### config.mk
export PLATFORM = sky130hd
export DESIGN_NAME = ram_arbiter
export DESIGN_NICKNAME = d
export VERILOG_FILES = /design/src/rtl/ram_arbiter.sv
export SDC_FILE = /design/constraint.sdc
export NUM_CORES = 1
export LEC_CHECK = 0
export CAP_MARGIN = 20
export CORE_UTILIZATION = 30
export DETAILED_ROUTE_END_ITERATION = 10
export PLACE_DENSITY = 0.58
export SLEW_MARGIN = 20
export SYNTH_ARGS = -nofsm -noshare
export SYNTH_HDL_FRONTEND = slang
export SYNTH_SLANG_ARGS = --single-unit
### constraint.sdc
create_clock -name clk -period 2 [get_ports clk]
set_input_delay 0.6 -clock clk [delete_from_list [all_inputs] [get_ports clk]]
set_output_delay 0.6 -clock clk [all_outputs]
set_load 0.005 [all_outputs]
### src/rtl/ram_arbiter.sv
// ram_arbiter: shares one slow, multi-cycle RAM between the instruction-fetch
// port (0) and the load/store port (1).
//
// state   | meaning
// --------+-----------------------------------------------------------------
// IDLE    | RAM deselected at RELEASE_ADDR; pick a requester, latch its access
// ACCESS  | latched access held on the RAM until ack or the timeout limit
// RELEASE | one-cycle gap at RELEASE_ADDR so the RAM stability count restarts
//
// Each access is latched when it is granted, so the RAM sees a constant
// address/data for the whole ACCESS state whatever the ports do meanwhile.
// The forced RELEASE gap makes back-to-back accesses to the same address
// look like two separate accesses to the RAM.
module ram_arbiter #(
    parameter int                ADDR_W       = 32,
    parameter int                TIMEOUT      = 64,
    parameter logic [ADDR_W-1:0] RELEASE_ADDR = '1
) (
    input  logic              clk,
    input  logic              rst,
    input  logic              req0,
    input  logic              req1,
    input  logic              we0,
    input  logic              we1,
    input  logic [ADDR_W-1:0] addr0,
    input  logic [ADDR_W-1:0] addr1,
    input  logic [ADDR_W-1:0] wdata0,
    input  logic [ADDR_W-1:0] wdata1,
    output logic [ADDR_W-1:0] rdata0,
    output logic [ADDR_W-1:0] rdata1,
    output logic              ready0,
    output logic              ready1,
    output logic              err0,
    output logic              err1,
    output logic              stall0,
    output logic              stall1,
    output logic              mem_cs,
    output logic              mem_we,
    output logic [ADDR_W-1:0] mem_addr,
    output logic [ADDR_W-1:0] mem_din,
    input  logic [ADDR_W-1:0] mem_dout,
    input  logic              mem_ack
);

    localparam int               CNT_W    = $clog2(TIMEOUT + 1);
    localparam logic [CNT_W-1:0] CNT_LAST = CNT_W'(TIMEOUT - 1);

    typedef enum logic [1:0] {
        IDLE    = 2'd0,
        ACCESS  = 2'd1,
        RELEASE = 2'd2
    } state_t;

    state_t            state;
    state_t            state_nx;
    logic              last_grant;
    logic              grant_port;
    logic              lat_we;
    logic [ADDR_W-1:0] lat_addr;
    logic [ADDR_W-1:0] lat_wdata;
    logic [CNT_W-1:0]  cnt;

    logic              start;
    logic              start_port;
    logic              done;
    logic              done_err;
    logic [ADDR_W-1:0] done_rdata;

    // Next state, grant choice, completion decode and RAM-side drive.
    always_comb begin
        state_nx   = state;
        start      = 1'b0;
        start_port = 1'b0;
        done       = 1'b0;
        done_err   = 1'b0;
        done_rdata = '0;
        mem_cs     = 1'b0;
        mem_we     = 1'b0;
        mem_addr   = RELEASE_ADDR;
        mem_din    = '0;
        case (state)
            IDLE: begin
                if (req0 | req1) begin
                    start = 1'b1;
                    // on a tie the port that did not win last time goes next
                    start_port = (req0 & req1) ? ~last_grant : req1;
                    state_nx   = ACCESS;
                end
            end
            ACCESS: begin
                mem_cs   = 1'b1;
                mem_we   = lat_we;
                mem_addr = lat_addr;
                mem_din  = lat_wdata;
                // an ack in the final allowed cycle still counts as success
                if (mem_ack) begin
                    done       = 1'b1;
                    done_rdata = lat_we ? '0 : mem_dout;
                    state_nx   = RELEASE;
                end else if (cnt == CNT_LAST) begin
                    done     = 1'b1;
                    done_err = 1'b1;
                    state_nx = RELEASE;
                end
            end
            RELEASE: state_nx = IDLE;
            default: state_nx = IDLE;
        endcase
    end

    // State register.
    always_ff @(posedge clk or negedge rst) begin
        if (!rst) state <= IDLE;
        else      state <= state_nx;
    end

    // Grant bookkeeping, latched access and the ACCESS cycle counter.
    always_ff @(posedge clk or negedge rst) begin
        if (!rst) begin
            last_grant <= 1'b1;
            grant_port <= 1'b0;
            lat_we     <= 1'b0;
            lat_addr   <= '0;
            lat_wdata  <= '0;
            cnt        <= '0;
        end else if (start) begin
            last_grant <= start_port;
            grant_port <= start_port;
            lat_we     <= start_port ? we1    : we0;
            lat_addr   <= start_port ? addr1  : addr0;
            lat_wdata  <= start_port ? wdata1 : wdata0;
            cnt        <= '0;
        end else if (state == ACCESS) begin
            cnt <= cnt + 1'b1;
        end
    end

    // Completion pulses and per-port read-data capture.
    always_ff @(posedge clk or negedge rst) begin
        if (!rst) begin
            ready0 <= 1'b0;
            ready1 <= 1'b0;
            err0   <= 1'b0;
            err1   <= 1'b0;
            rdata0 <= '0;
            rdata1 <= '0;
        end else begin
            ready0 <= done & ~grant_port;
            ready1 <= done & grant_port;
            err0   <= done_err & ~grant_port;
            err1   <= done_err & grant_port;
            if (done & ~grant_port) rdata0 <= done_rdata;
            if (done & grant_port)  rdata1 <= done_rdata;
        end
    end

    assign stall0 = req0 & ~ready0;
    assign stall1 = req1 & ~ready1;

endmodule

==> impl_metrics.env <==
export IMPL_hp_class="in2async"
export IMPL_clkSinkCount=144
export IMPL_worstPathArrival_ps=1630
export IMPL_crit_path_max_incr_delay_ps=380
export IMPL_post_route_period_util=1.11
export IMPL_regArea_sq_um=3610
export IMPL_worstPathMaxFanout=9
export IMPL_wl_per_cell_um=18.2
export IMPL_drtIter0Drc=470
export IMPL_grt_pass1_vias=7233
export IMPL_tns_ps=-9180
export IMPL_fp_dieH_um=158
export IMPL_dp_hpwl_um=17500
export IMPL_yosys_area_top_type="dfrtp_1"
export IMPL_overflow=0
export IMPL_ios=303
export IMPL_ctsLongestPathBuffers=2
export IMPL_path_cells="nand2b_4 > inv_8 > buf_6 > buf_16 > and2_1 > clkdlybuf4s15_2"
export IMPL_clk_latency_ps=420
export IMPL_final_setup_viol_count=65
export IMPL_nFillCells=2210
export IMPL_final_max_slew_viol_count=0
export IMPL_finalHoldViolCount=0
export IMPL_power_total_w=0.0174
export IMPL_drive_above_1_share=0.189
export IMPL_muxShareOfSynthArea=0
export IMPL_yosysWarnings=0
export IMPL_synth_cell_types=46
export IMPL_routed_wl_um=26100
export IMPL_die_w_um=158
export IMPL_end_kind="output pin"
export IMPL_cts_made_buffers=17
export IMPL_synth_compound_area_share=0.308
export IMPL_violations="setup timing"
export IMPL_htreeDepth=4
export IMPL_vias=7216
export IMPL_worst_pin_slew_ps=531
export IMPL_synth_seq_cells=144
export IMPL_synth_edf_count=0
export IMPL_rows=56
export IMPL_status="complete, but fails checks"
export IMPL_first_pass_iters=7
export IMPL_p_leak_nw=5.09
export IMPL_utilization=0.497
export IMPL_ir_drop_mv=0.567
export IMPL_skew_ps=11.8
export IMPL_slew_headroom=0.646
export IMPL_avgSynthCellArea_sq_um=9.26
export IMPL_final_nets=1272
export IMPL_multi_input_area_sq_um=3250
export IMPL_layout_common_cells="clkdlybuf4s50_1 (231), dfrtp_1 (142), a21oi_1 (67), nor2_1 (67), o31ai_1 (67)"
export IMPL_ant_nets=0
export IMPL_yosysSeqAreaShare=0.491
export IMPL_maxCapViolations=0
export IMPL_dieArea_sq_um=25100
export IMPL_worstPathRequired_ps=1400
export IMPL_syn_to_final_growth_pct=60.7
export IMPL_start_util=0.309
export IMPL_io_buffer_count=302
export IMPL_clk_pin_slew_worst_paths_ps=60
export IMPL_setup_slack_ps=-229
export IMPL_yosys_area_share_adder=0.00170
export IMPL_rsz0062_at_grt="yes"
export IMPL_syn_nets=961
export IMPL_synth_simple_area_share=0.115
export IMPL_period_minus_slack_ps=2230
export IMPL_viasPerCell=5.02
export IMPL_synth_area_leaders="dfrtp_1 (49%), a32oi_1 (7.4%), o31ai_1 (6.9%), a21oi_1 (4.6%), o21ai_1 (3.7%)"
export IMPL_drc_errors=0
export IMPL_cp_slowest_cell="dfrtp_1"
export IMPL_cts_tree="done"
export IMPL_p_per_area_nw_per_um2=1480
export IMPL_clock_fmax_mhz=449
export IMPL_path_class="reg2out"
export IMPL_synth_cells=793
export IMPL_start_kind="register"
export IMPL_synth_top_family_by_area="compound AO/OA/AOI/OAI gates"
export IMPL_synthXorXnorAreaFrac=0.00119
export IMPL_antenna_found_initial=2
export IMPL_gp_congestion=0.785
export IMPL_syn_area_sq_um=7340
export IMPL_mostFrequentLayoutCell="clkdlybuf4s50_1"
export IMPL_placeableCoreArea_sq_um=23800
export IMPL_async_flop_share=1.00
export IMPL_grt_use_total=0.210
export IMPL_grt_pass1_wl_um=40300
export IMPL_synthFlopType="dfrtp_1"
export IMPL_synth_top_area_share=0.488
export IMPL_cts_root_buf="clkbuf_16"
export IMPL_grt_max_degree=67
## cells by family after synthesis
family,Yosys count
xor+xnor,1
fa+ha+maj,1
compound gates,342
buf+inv,145
flops,144
simple gates,160
## registers in the layout (all words and copies together) (netlist names)
signal and count:
err0 1, cnt 7, ready1 1, rdata0 32
err1 1, lat_addr 32, ready0 1, lat_we 1
rdata1 32, last_grant 1, grant_port 1, lat_wdata 32
state 2
## metal layers
metal  routed length, um  GRT usage  vias to the layer above
met3                2430     0.0708                       25
met1               11400      0.271                     3447
met4                 469     0.0655                        0
met5                   0          0                        -
li1                    -          -                     3475
met2               11900      0.329                      269
## final timing paths
path	start	to	slack (ps)	cells past startpoint
min in group clk	lat_wdata[11]	lat_wdata[11]	480	2
worst max-delay path	state[1]	mem_din[0]	-230	6
worst max register to register	state[0]	ready0	90	10
worst min-delay path	rst	rdata0[10]	60	1
worst min register to register	lat_wdata[11]	lat_wdata[11]	480	2
max in group asynchronous	rst	last_grant	1330	2
## area by class of cell
class | count | share of cell area
clock buffers | 17 | 0.0361
repair buffers | 370 | 0.314
multi-input cells | 504 | 0.275
inverters | 67 | 0.0220
diodes | 1 | 0.000212
flip-flops and latches | 144 | 0.306
clock inverters | 15 | 0.0126
well taps | 319 | 0.0338
## where the power goes
| group | total [W] | switching [W] | leakage [nW] | internal (W) |
|---|---|---|---|---|
| Clock | 0.00316 | 0.00141 | 0.272 | 0.00175 |
| Sequential | 0.00498 | 0.000772 | 1.65 | 0.00421 |
| Combinational | 0.00926 | 0.00445 | 3.17 | 0.00481 |
| Total | 0.0174 | 0.00663 | 5.09 | 0.0108 |
## critical path: cells and delay by family, from the launching register on
family        cells  cell delay (ps)
simple gates      2              300
buf+inv           4              530
flops             1              380
## synthesized netlist by cell type, types with 4 or more instances
library cell	instances
nand2_1	4
clkbuf_1	48
o31ai_1	67
nor2_1	68
nand2b_1	33
a21oi_1	67
and2_1	36
o21ai_0	52
a32oi_1	62
o21ai_2	29
inv_1	65
o21ai_1	54
dfrtp_1	143
buf_2	22
## stage by stage
step / hold slack [ps] / std cells / worst slack [ps] / area [sq um]
finish: 59.9 / 1437 / -229 / 11800
global route: 61.7 / 1437 / -287 / 11800
CTS: 54.7 / 1433 / -260 / 11800
detailed placement: 471 / 1386 / -535 / 11100
global placement: 465 / 1386 / -542 / 11100
floorplan: 304 / 793 / 179 / 7340
## repair_timing
| action | in CTS | in global routing |
|---|---|---|
| pin swaps | 6 | 1 |
| setup endpoints to repair | 68 | 67 |
| cloned | 3 | 1 |
| hold buffers | 0 | 0 |
| hold endpoints to repair | 0 | 0 |
| resized for setup | 279 | 4 |
| setup buffers | 12 | 2 |
Note: power is estimated with default switching activity, not from simulation.
